===== config.mk =====
export PLATFORM = sky130hd
export DESIGN_NAME = instr_fetch_queue
export DESIGN_NICKNAME = d
export VERILOG_FILES = /design/src/rtl/instr_fetch_queue.sv
export SDC_FILE = /design/constraint.sdc
export NUM_CORES = 1
export LEC_CHECK = 0
export CAP_MARGIN = 20
export CORE_UTILIZATION = 30
export CTS_CLUSTER_SIZE = 24
export DETAILED_ROUTE_END_ITERATION = 12
export SLEW_MARGIN = 20
export SYNTH_ARGS = -nofsm -noshare
export SYNTH_HDL_FRONTEND = slang
export SYNTH_SLANG_ARGS = --single-unit
export TNS_END_PERCENT = 30

===== constraint.sdc =====
create_clock -name clk -period 4.45 [get_ports clk]
set_input_delay 0.6675 -clock clk [delete_from_list [all_inputs] [get_ports clk]]
set_output_delay 0.6675 -clock clk [all_outputs]
set_load 0.01 [all_outputs]

===== src/rtl/instr_fetch_queue.sv =====
// instr_fetch_queue: a small FIFO that sits between the fetch stage and decode.
// Each entry holds one {pc, instr} pair. A flush (branch/jump redirect) drops every entry.
// The head entry is read straight out of storage, with no output register.
// Optional build macro FETCH_QUEUE_BYPASS_EN: when the queue is empty and decode is
// ready, the incoming word goes straight through to the output and is not stored.
module instr_fetch_queue #(
  parameter int DEPTH = 4,
  parameter int PCW   = 8,
  parameter int IW    = 32
) (
  input  logic                     clk,
  input  logic                     reset,
  input  logic                     in_valid,
  input  logic [PCW-1:0]           in_pc,
  input  logic [IW-1:0]            in_instr,
  output logic                     in_ready,
  output logic                     out_valid,
  output logic [PCW-1:0]           out_pc,
  output logic [IW-1:0]            out_instr,
  input  logic                     out_ready,
  input  logic                     flush,
  output logic [$clog2(DEPTH):0]   count
);

  localparam int AW = $clog2(DEPTH);
  localparam int CW = AW + 1;
  localparam logic [AW-1:0] LAST_IDX = AW'(DEPTH - 1);
  localparam logic [CW-1:0] FULL_CNT = CW'(DEPTH);

  // Storage is deliberately left out of reset; the count and pointers qualify it.
  logic [PCW-1:0] pc_mem_q    [DEPTH];
  logic [IW-1:0]  instr_mem_q [DEPTH];

  logic [AW-1:0] rd_ptr_q, rd_ptr_d;
  logic [AW-1:0] wr_ptr_q, wr_ptr_d;
  logic [CW-1:0] count_q, count_d;
  logic          stored_valid;
  logic          bypass;
  logic          push;
  logic          pop;

  assign stored_valid = (count_q != '0);
  assign in_ready     = (count_q != FULL_CNT);
  assign count        = count_q;

`ifdef FETCH_QUEUE_BYPASS_EN
  assign bypass    = !stored_valid && in_valid && out_ready && !flush;
  assign out_valid = stored_valid || bypass;
  assign out_pc    = bypass ? in_pc    : pc_mem_q[rd_ptr_q];
  assign out_instr = bypass ? in_instr : instr_mem_q[rd_ptr_q];
`else
  assign bypass    = 1'b0;
  assign out_valid = stored_valid;
  assign out_pc    = pc_mem_q[rd_ptr_q];
  assign out_instr = instr_mem_q[rd_ptr_q];
`endif

  // A full queue refuses the push even when a pop happens in the same cycle.
  // A word that takes the bypass path is never written into storage.
  assign push = in_valid && in_ready && !flush && !bypass;
  assign pop  = stored_valid && out_ready && !flush;

  // Next state for the pointers and count; flush has priority over push and pop.
  always_comb begin
    rd_ptr_d = rd_ptr_q;
    wr_ptr_d = wr_ptr_q;
    count_d  = count_q;
    if (flush) begin
      rd_ptr_d = '0;
      wr_ptr_d = '0;
      count_d  = '0;
    end else begin
      if (push) begin
        wr_ptr_d = (wr_ptr_q == LAST_IDX) ? '0 : wr_ptr_q + 1'b1;
      end
      if (pop) begin
        rd_ptr_d = (rd_ptr_q == LAST_IDX) ? '0 : rd_ptr_q + 1'b1;
      end
      case ({push, pop})
        2'b10:   count_d = count_q + 1'b1;
        2'b01:   count_d = count_q - 1'b1;
        default: count_d = count_q;
      endcase
    end
  end

  // Control state; an asynchronous reset drops all entries at once.
  always_ff @(posedge clk or negedge reset) begin
    if (!reset) begin
      rd_ptr_q <= '0;
      wr_ptr_q <= '0;
      count_q  <= '0;
    end else begin
      rd_ptr_q <= rd_ptr_d;
      wr_ptr_q <= wr_ptr_d;
      count_q  <= count_d;
    end
  end

  // Write the accepted {pc, instr} pair into the tail slot.
  always_ff @(posedge clk) begin
    if (push) begin
      pc_mem_q[wr_ptr_q]    <= in_pc;
      instr_mem_q[wr_ptr_q] <= in_instr;
    end
  end

endmodule


* Word-level counts from Yosys, hierarchy flattened *
Memories as Yosys holds them, arrays and structs flattened.
Cells that the tools add are included.

cells by class
  $add $sub $neg = 4
  equality and inequality tests = 5
  multiplexer cells = 10
  reductions and logical operators = 9

operator list
  kind                                                  number
  two-way mux 2 bit                                     6
  equality test 2 bit (second input constant)           3
  case mux 3 bit (2 select lines)                       1
  nonzero test 3 bit                                    2
  adder 2 x 1 -> 2 bit (second input constant)          2
  logical AND 1 bit                                     4
  nonzero test 2 bit                                    2
  adder 3 x 1 -> 3 bit (second input constant)          1
  two-way mux 3 bit                                     1
  != test 3 bit (second input constant)                 1
  subtractor 3 x 1 -> 3 bit (second input constant)     1
  equality test 2 x 1 -> 1 bit (second input constant)  1
  two-way mux 1 bit                                     2
  logical NOT 1 bit                                     1

word-level totals
  bits in registers = 7
  memory bits (writable) = 160
  input port bits = 45
  output and inout port bits = 45
  word-level logic and storage cells = 33
  memories = 2

memory list
  memory       words  width  read ports  clocked after Yosys merged registers in  write ports  line  text
  instr_mem_q  4      32     1           0                                        1            32    logic [IW-1:0] instr_mem_q [DEPTH];
  pc_mem_q     4      8      1           0                                        1            31    logic [PCW-1:0] pc_mem_q [DEPTH];

* Depth between registers and ports, before layout *
Gate-level depths: netlist (run 1).

  word-level depth = 6
  mapped depth = 8
  depth with buffers taken out = 7

* Worst setup path before layout (run 1) *
No wires, ideal clock.

  path kind = input port to flip-flop
  start = in flush
  end = mem instr_mem_q[3][0], enable pin
  library setup time = 0.401 ns
  data arrival time = 2.116 ns
  required time = 4.049 ns
  slack = 1.933 ns
  stages on the path = 3
  path buffers = 1
  cells stage by stage = buf_1 > and3b_4 > and2_1

between the ends
  cells in the longest elaborated chain, start to end = 4

RTL lines
  element                                  line  text
  start, declared                          21    input logic flush,
  logical NOT 1 bit                        60    assign push = in_valid && in_ready && !flush && !bypass;
  logical AND 1 bit                        60
  two-way mux 1 bit                        102   if (push) begin
  two-way mux 1 bit (not written as such)  104   instr_mem_q[wr_ptr_q] <= in_instr;
  end, declared                            32

No other way between the ends.

* Worst setup path in the final report (run 1) *
  start = reg rd_ptr_q[0]
  end = out out_instr[21]

between the ends
  cells in the longest elaborated chain, start to end = 1

RTL lines
  element                 line  text
  start, declared         34    logic [AW-1:0] rd_ptr_q, rd_ptr_d;
  start signal, assigned  94    rd_ptr_q <= rd_ptr_d;
  memory (4 x 32 bit)     --
  end, declared           19    output logic [IW-1:0] out_instr,

No other way between the ends.

==> impl_metrics.py, run 1 <==
metrics = {
    "sta": {
        "setup_tns_ns": 0,
        "clock.fmax_mhz": 308,
        "rsz0062_at_grt": "false",
        "period_share_pct": 73.0,
        "finalSetupViolations": 0,
        "tightestPinTransition_ns": 0.880,
        "timing.hold.ws_ns": 0.506,
        "slew_violations": 0,
        "period_minus_slack_ns": 3.25,
        "max-slew-margin-rel_pct": 41.3,
        "finalHoldViolCount": 0,
        "setup_ws_ns": 1.20,
        "clock-skew-final_ns": 0.00691,
    },
    "clocking": {
        "clk_latency_ns": 0.42,
        "htreeDepth": 4,
        "clkSinkCount": 167,
        "post_cts_resized": 0,
        "clkTransAtPathRegs_ns": 0.06,
        "ctsHoldBuffers": 0,
        "clockBufferDepth": 2,
        "cts_buffers": 17,
        "cts_setup_buffers": 0,
        "cts_tree": "done",
        "cts-root-buf": "clkbuf_16",
    },
    "critical_path": {
        "path_max_fanout": 42,
        "cp-start-kind": "flop",
        "r2r-start": "count[0]",
        "worstPathArrival_ns": 2.58,
        "r2r_slack_ns": 2.09,
        "cp-startpoint": "rd_ptr_q[0]",
        "cp.required_ns": 3.78,
        "crit_type": "reg2out",
        "end_kind": "primary output",
    },
    "routing": {
        "vias_per_cell": 4.59,
        "routedWlPerCell_um": 18.4,
        "wl_met3_um": 742,
        "drtIter0Drc": 176,
        "vias": 3009,
        "ant_nets": 0,
        "wl_met1_um": 4690,
        "route.detailed.drc": 0,
        "highest_layer": "met4",
        "dr_wl_met2_um": 6430,
        "wl_um": 12000,
        "first_pass_iters": 4,
    },
    "global_route": {
        "antenna_found_initial": 1,
        "grt-ovfl-total": 0,
        "grt_usage_pct": 11.9,
        "grt_max_degree": 43,
        "grt_pass1_vias": 3261,
        "grt_pass1_wl_um": 18600,
    },
    "logic_synthesis": {
        "yosysMostFrequentCell": "edfxtp_1",
        "yosys.area.top_type": "edfxtp_1",
        "synthesis.instances": 276,
        "synth_xor_area_share_pct": 0.415,
        "synth_fa_ha_area_share_pct": 1.11,
        "synth_commonest_cells": "160 x edfxtp_1, 40 x mux4_2, 8 x buf_2",
        "synth.area.top_cells": "edfxtp_1 76%, mux4_2 14%, dfrtp_1 2.8%",
        "yosys_warnings": 0,
        "synth_top_family_by_area": "multiplexers",
        "synthesis.nets": 326,
        "synth_ff_type": "edfxtp_1",
        "syn-cell-area_um2": 6330,
        "synth-compound-area-share_pct": 1.15,
        "synthSimpleGateAreaFrac_pct": 3.00,
        "synthMuxAreaShare_pct": 14.4,
        "synthDistinctLibCells": 33,
        "async_flop_share_pct": 4.19,
        "yosys_register_bits": 167,
        "seq_area_frac_synth_pct": 78.6,
        "syn_avg_cell_area_um2": 23.0,
        "synth_top_area_share_pct": 75.8,
        "synth-edff-count": 160,
    },
    "power_and_ir_drop": {
        "peakVddDrop_mv": 0.296,
        "p_per_area_nw_per_um2": 450,
        "p_leak_nw": 2.53,
        "power_mw": 3.64,
    },
    "final_layout": {
        "area_growth_pct": 27.8,
        "drive_above_1_share_pct": 19.8,
        "nFillCells": 1804,
        "nets": 422,
    },
    "place": {
        "routabilityCongestion": 0.722,
        "pre_cts_ws_ns": 1.39,
        "hpwl_um": 7570,
        "io_buffers": 89,
    },
    "run_status": {
        "status": "finished clean",
    },
    "floorplan": {
        "die_h_um": 147,
        "boundaryPins": 90,
        "dieArea_um2": 21700,
        "fp.dieW_um": 147,
        "core_um2": 20500,
        "num_rows": 52,
        "start_util_pct": 30.9,
    },
    "run": {
        "max_cap_viol_count": 0,
    },
    "worst_hold_path": {
        "worstHoldPathType": "in2async",
    },
}
## cell families after synthesis
kind of cell	count (synthesis)
simple gates	33
buf+inv	16
xor+xnor	3
mux	41
fa+ha+maj	5
compound gates	11
flops	167
## metrics by stage
| step | utilization, % | instance area, um^2 | instances |
|---|---|---|---|
| 2_1_floorplan | - | 6330 | 276 |
| 3_3_place_gp | 36.6 | 7500 | 621 |
| 3_5_place_dp | 36.8 | 7540 | 623 |
| 4_1_cts | 39.5 | 8090 | 654 |
| 5_1_grt | 39.5 | 8090 | 654 |
| 6_report | 39.5 | 8100 | 655 |
## routing by layer
layer,vias up,GRT usage (%)
met3,15,4.53
met5,-,0
met2,73,20.0
met4,0,5.41
met1,1576,13.4
li1,1345,-
## worst max-delay path, cell delays in order (launching register included)
cell,delay (ns)
dfrtp_4,0.99
mux4_2,0.62
clkdlybuf4s50_1,0.51
## layout make-up
cell class / count / area, um^2 / area share [%]
Antenna cell: 1 / 2.50 / 0.0309
Sequential cell: 167 / 4990 / 61.6
Clock inverter: 11 / 109 / 1.34
Timing Repair Buffer: 91 / 938 / 11.6
Tap cell: 270 / 338 / 4.17
Inverter: 2 / 7.51 / 0.0927
Clock buffer: 20 / 437 / 5.39
Multi-Input combinational cell: 93 / 1280 / 15.8
## placed cells by master (no fill, tap or decap), types with 4 or more instances in the layout
cell,Yosys,final
edfxtp_1,160,160
clkdlybuf4s50_1,0,89
mux4_2,40,40
clkbuf_16,0,17
nand2_1,7,7
nor2_1,5,5
dfrtp_1,7,5
a21oi_1,4,4
ha_1,4,4
## sequential cells by signal (all words and copies together), names as in the netlist
| signal | count |
|---|---|
| instr_mem_q | 128 |
| pc_mem_q | 32 |
| count | 3 |
| rd_ptr_q | 2 |
| wr_ptr_q | 2 |
## worst paths after layout
check	to	cells after the start
setup / recovery	out_instr[21]	2
hold / removal	count[2]	1
setup reg to reg	count[1]	7
hold reg to reg	wr_ptr_q[1]	2
max in group asynchronous	rd_ptr_q[1]	1
min in group clk	wr_ptr_q[1]	2
## report_power, final
part           switching [mW]  internal [mW]
sequential             0.0716           1.78
clock                   0.540          0.812
combinational           0.165          0.277
Note: power is estimated with default switching activity, not from simulation.
==> run 2: changes to the inputs <==
clock period = 2.8 ns   (was 4.45 ns; I/O delays follow)
==> run 2 against run 1 <==
Sequential share of layout area is 0.96 points lower. Via count about the same. First-iteration DRC count is 1.7% higher. Final area grew 1.5%. Cell count is 1.4% higher. Critical path depth up 1. Power rose by 61%. Clock skew increased by 0.0016 ns. Worst hold slack got worse by 0.24 ns. Clock-buffer cell count decreased by 2. Die area is the same. Critical path type unchanged. Largest power group unchanged.
==> impl_metrics.py, run 2 (same netlist as run 1, synthesis figures left out) <==
metrics = {
    "run_status": {
        "status": "finished clean",
    },
    "final_layout": {
        "drive_above_1_share_pct": 22.6,
        "antenna_cells": 0,
        "multi_input_area_um2": 1270,
        "nets": 431,
        "area_growth_pct": 29.8,
        "top_register": "instr_mem_q",
        "regArea_um2": 4980,
        "final_common_cell": "edfxtp_1",
        "largest_register_ff_count": 128,
        "fin_cells": 664,
        "post-route-util_pct": 40.1,
        "nFillCells": 1817,
        "layout_common_cells": "160 x edfxtp_1, 89 x clkdlybuf4s50_1, 40 x mux4_2",
    },
    "sta": {
        "clock-skew-final_ns": 0.00849,
        "finalSetupViolations": 0,
        "rsz0062_at_grt": "false",
        "setup_tns_ns": 0,
        "finalHoldViolCount": 0,
        "tightestPinTransition_ns": 0.372,
        "max-slew-margin-rel_pct": 74.6,
        "slew_violations": 0,
        "period_share_pct": 93.7,
        "clock.fmax_mhz": 381,
        "period_minus_slack_ns": 2.62,
        "timing.hold.ws_ns": 0.269,
    },
    "power_and_ir_drop": {
        "peakVddDrop_mv": 0.394,
        "p_per_area_nw_per_um2": 712,
        "p_leak_nw": 2.59,
        "power_mw": 5.85,
    },
    "routing": {
        "drtIter0Drc": 179,
        "route.detailed.drc": 0,
        "first_pass_iters": 4,
        "ant_nets": 0,
        "vias_per_cell": 4.53,
        "routedWlPerCell_um": 18.1,
        "vias": 3011,
        "wl_um": 12000,
    },
    "floorplan": {
        "start_util_pct": 30.9,
        "boundaryPins": 90,
        "fp.dieW_um": 147,
        "die_h_um": 147,
        "dieArea_um2": 21700,
        "core_um2": 20500,
        "num_rows": 52,
    },
    "clocking": {
        "clockBufferDepth": 2,
        "clk_latency_ns": 0.42,
        "clkTransAtPathRegs_ns": 0.06,
        "clkSinkCount": 167,
        "cts_buffers": 17,
        "cts-root-buf": "clkbuf_16",
        "cts_tree": "done",
        "htreeDepth": 4,
    },
    "place": {
        "dpl.cell_count": 631,
        "io_buffers": 89,
        "routabilityCongestion": 0.688,
        "hpwl_um": 6750,
    },
    "critical_path": {
        "worstPathArrival_ns": 2.20,
        "end_kind": "primary output",
        "crit_type": "reg2out",
        "crit_path_top_delay_cell": "mux4_2",
        "cp-start-kind": "flop",
        "crit_path_max_incr_delay_ns": 0.54,
        "path_max_fanout": 20,
        "cp.required_ns": 2.38,
        "cp_top_family": "buffers and inverters",
        "crit_buf_inv": 2,
        "path_cells": "clkbuf_16 > mux4_2 > clkdlybuf4s50_1",
    },
    "global_route": {
        "antenna_found_initial": 0,
        "grt-ovfl-total": 0,
        "grt_pass1_wl_um": 18600,
        "grt_pass1_vias": 3351,
        "grt_usage_pct": 11.7,
        "grt_max_degree": 41,
    },
    "worst_hold_path": {
        "worstHoldPathType": "in2async",
    },
    "run": {
        "max_cap_viol_count": 0,
    },
}
-- run 2: cell count changes in the layout (fill, tap and decap cells not counted), moves of 3 or more --
cell / delta
buf_4: +5
inv_6: +3
buf_12: +3
clkinv_4: +3
-- run 2: path summary, 6_finish.rpt --
kind,from,endpoint,slack [ns],cells after the start
max,rd_ptr_q[0],out_instr[28],0.18,3
min,reset,wr_ptr_q[1],0.27,1
max reg2reg,count[0],count[1],0.46,7
min reg2reg,wr_ptr_q[1],wr_ptr_q[1],0.59,2
max in group asynchronous,reset,rd_ptr_q[0],2.24,1
min in group clk,wr_ptr_q[1],wr_ptr_q[1],0.59,2
-- run 2: metal layers --
| metal | GRT usage, % | routed length, um | up-vias | share of wire [%] |
|---|---|---|---|---|
| li1 | - | - | 1365 | - |
| met1 | 14.4 | 5320 | 1572 | 44 |
| met2 | 19.0 | 5950 | 62 | 50 |
| met3 | 3.91 | 597 | 12 | 5.0 |
| met4 | 4.33 | 143 | 0 | 1.2 |
| met5 | 0 | 0 | - | 0 |
-- run 2: power by group --
part / internal (mW) / total, mW / switching (mW)
combinational: 0.472 / 0.814 / 0.342
sequential: 2.82 / 2.86 / 0.0378
clock: 1.23 / 2.18 / 0.951
-- run 2: per-stage QoR --
stage                     cell area, um^2  setup WS (ns)
after detailed placement             7630          0.350
after floorplan                      6330          0.438
final                                8220          0.176
after global routing                 8220         0.0839
after CTS                            8190         0.0394
after global placement               7630          0.492
-- run 2: layout make-up --
cell class	count	share of cell area (%)
Inverter	2	0.0913
Tap cell	270	4.11
Multi-Input combinational cell	93	15.5
Timing Repair Buffer	100	12.9
Sequential cell	167	60.6
Clock buffer	18	5.22
Clock inverter	14	1.52
-- run 2: what timing repair did --
item,in CTS,in global routing
resized for setup,0,1
setup endpoints to repair,0,9
buffers inserted,0,0
hold buffers,0,0
-- run 2: worst reg2reg max path, delay by kind of cell, from the launching register on --
family	cells	cell delay, ns
AND/OR/NAND/NOR	4	0.73
adder cells (fa/ha/maj)	1	0.51
flip-flops	1	0.50
AO/OA/AOI/OAI	2	0.48
==> run 3: changes to the inputs <==
SETUP_SLACK_MARGIN = 0.4   (was unset)
==> run 3 against run 2 <==
Wire length is 3.4% higher. Largest cell class unchanged. Critical path type unchanged. Highest routed layer unchanged. Clock skew is 0.00093 ns higher. Largest power group unchanged. Fmax is 7.2% higher. Sequential share of layout area is 1.4 points lower.
==> impl_metrics.py, run 3 (same netlist as run 1, synthesis figures left out) <==
metrics = {
    "critical_path": {
        "cp-start-kind": "flop",
        "end_kind": "primary output",
        "rr_worst_depth": 7,
        "cp.required_ns": 2.38,
        "crit_type": "reg2out",
        "path_max_fanout": 10,
        "worstPathArrival_ns": 2.03,
    },
    "sta": {
        "period_share_pct": 87.5,
        "clock-skew-final_ns": 0.00941,
        "finalSetupViolations": 0,
        "slew_violations": 0,
        "rsz0062_at_grt": "true",
        "max-slew-margin-rel_pct": 75.0,
        "finalHoldViolCount": 0,
        "clock.fmax_mhz": 408,
        "tightestPinTransition_ns": 0.366,
        "setup_tns_ns": 0,
        "timing.hold.ws_ns": 0.266,
        "period_minus_slack_ns": 2.45,
    },
    "floorplan": {
        "num_rows": 52,
        "start_util_pct": 30.9,
        "die_h_um": 147,
        "fp.dieW_um": 147,
        "boundaryPins": 90,
        "dieArea_um2": 21700,
        "core_um2": 20500,
    },
    "clocking": {
        "clockBufferDepth": 2,
        "cts_tree": "done",
        "cts-root-buf": "clkbuf_16",
        "clk_latency_ns": 0.42,
        "clkTransAtPathRegs_ns": 0.07,
        "cts_buffers": 17,
        "htreeDepth": 4,
        "clkSinkCount": 167,
    },
    "final_layout": {
        "nets": 444,
        "area_growth_pct": 32.7,
        "top_register": "instr_mem_q",
        "nFillCells": 1815,
        "antenna_cells": 0,
        "largest_register_ff_count": 128,
        "final_common_cell": "edfxtp_1",
        "layout_common_cells": "160 x edfxtp_1, 49 x clkdlybuf4s50_1, 40 x mux4_2",
        "drive_above_1_share_pct": 28.5,
    },
    "routing": {
        "drtIter0Drc": 178,
        "route.detailed.drc": 0,
        "ant_nets": 0,
        "routedWlPerCell_um": 18.3,
        "wl_um": 12400,
        "vias": 3093,
        "vias_per_cell": 4.57,
        "first_pass_iters": 4,
    },
    "power_and_ir_drop": {
        "internal_power_mw": 4.57,
        "p_leak_nw": 2.81,
        "power_mw": 5.94,
        "p_per_area_nw_per_um2": 706,
        "peakVddDrop_mv": 0.414,
        "p_comb_share_pct": 15.1,
        "p_clk_share_pct": 36.7,
        "netSwitchingPower_mw": 1.37,
        "swShare_pct": 23.0,
        "pwr-share-seq_pct": 48.2,
    },
    "run": {
        "max_cap_viol_count": 0,
    },
    "place": {
        "hpwl_um": 6750,
        "io_buffers": 89,
        "routabilityCongestion": 0.688,
    },
    "global_route": {
        "grt-ovfl-total": 0,
        "grt_max_degree": 41,
        "grt_usage_pct": 12.3,
        "grt_pass1_wl_um": 19400,
        "grt_pass1_vias": 3370,
        "antenna_found_initial": 0,
    },
    "run_status": {
        "status": "finished clean",
    },
    "worst_hold_path": {
        "worstHoldPathType": "in2async",
    },
}
run 3: layout make-up:
| type | instances | area (um^2) | share of cell area [%] |
|---|---|---|---|
| inverters | 2 | 7.51 | 0.0893 |
| clock inverters | 14 | 125 | 1.49 |
| flip-flops and latches | 167 | 4980 | 59.3 |
| well taps | 270 | 338 | 4.02 |
| repair buffers | 113 | 1240 | 14.8 |
| multi-input cells | 93 | 1280 | 15.2 |
| clock buffers | 18 | 429 | 5.10 |
run 3: path summary, 6_finish.rpt:
| path | startpoint | to | slack [ns] |
|---|---|---|---|
| worst max register to register | count[0] | count[1] | 0.49 |
| worst min-delay path | reset | wr_ptr_q[1] | 0.27 |
| worst max-delay path | rd_ptr_q[0] | out_instr[28] | 0.35 |
| max in group asynchronous | reset | rd_ptr_q[0] | 2.25 |
| worst min register to register | wr_ptr_q[1] | wr_ptr_q[1] | 0.59 |
| min in group clk | wr_ptr_q[1] | wr_ptr_q[1] | 0.59 |
run 3: metrics by stage:
stage | setup slack (ns) | utilization, % | cell area (um^2) | std cells
final | 0.351 | 41.0 | 8410 | 677
after global routing | 0.282 | 41.0 | 8410 | 677
after CTS | 0.263 | 40.7 | 8340 | 672
after detailed placement | 0.350 | 37.2 | 7630 | 631
after global placement | 0.492 | 37.2 | 7630 | 631
after floorplan | 0.438 | - | 6330 | 276
run 3: repair_timing:
action	in CTS	in global routing
cloned	3	0
hold buffers	0	0
resized for setup	90	16
setup endpoints to repair	40	40
buffers inserted	6	5
run 3: power groups by stage:
stage | clock, mW | combinational [mW] | sequential [mW]
4_1_cts | 2.24 | 0.901 | 2.86
3_3_place_gp | 0 | 0.803 | 2.90
3_5_place_dp | 0 | 0.811 | 2.91
2_1_floorplan | 0 | 0.419 | 2.90
6_report | 2.18 | 0.895 | 2.86
5_1_grt | 2.34 | 0.970 | 2.87
run 3: worst max-delay path, cell delays in order (launching register included):
cell	delay [ns]
dfrtp_4	0.52
buf_6	0.14
buf_12	0.11
buf_16	0.15
mux4_2	0.44
clkdlybuf4s15_1	0.25
run 3: per-layer routing:
layer  part of all wire [%]  routed length (um)  global-route usage [%]  up-vias
li1                       -                   -                       -     1392
met2                     50                6180                    20.0       81
met5                      0                   0                       0        -
met1                     43                5360                    15.4     1606
met4                    1.3                 163                    4.33        0
met3                    5.7                 708                    3.98       14
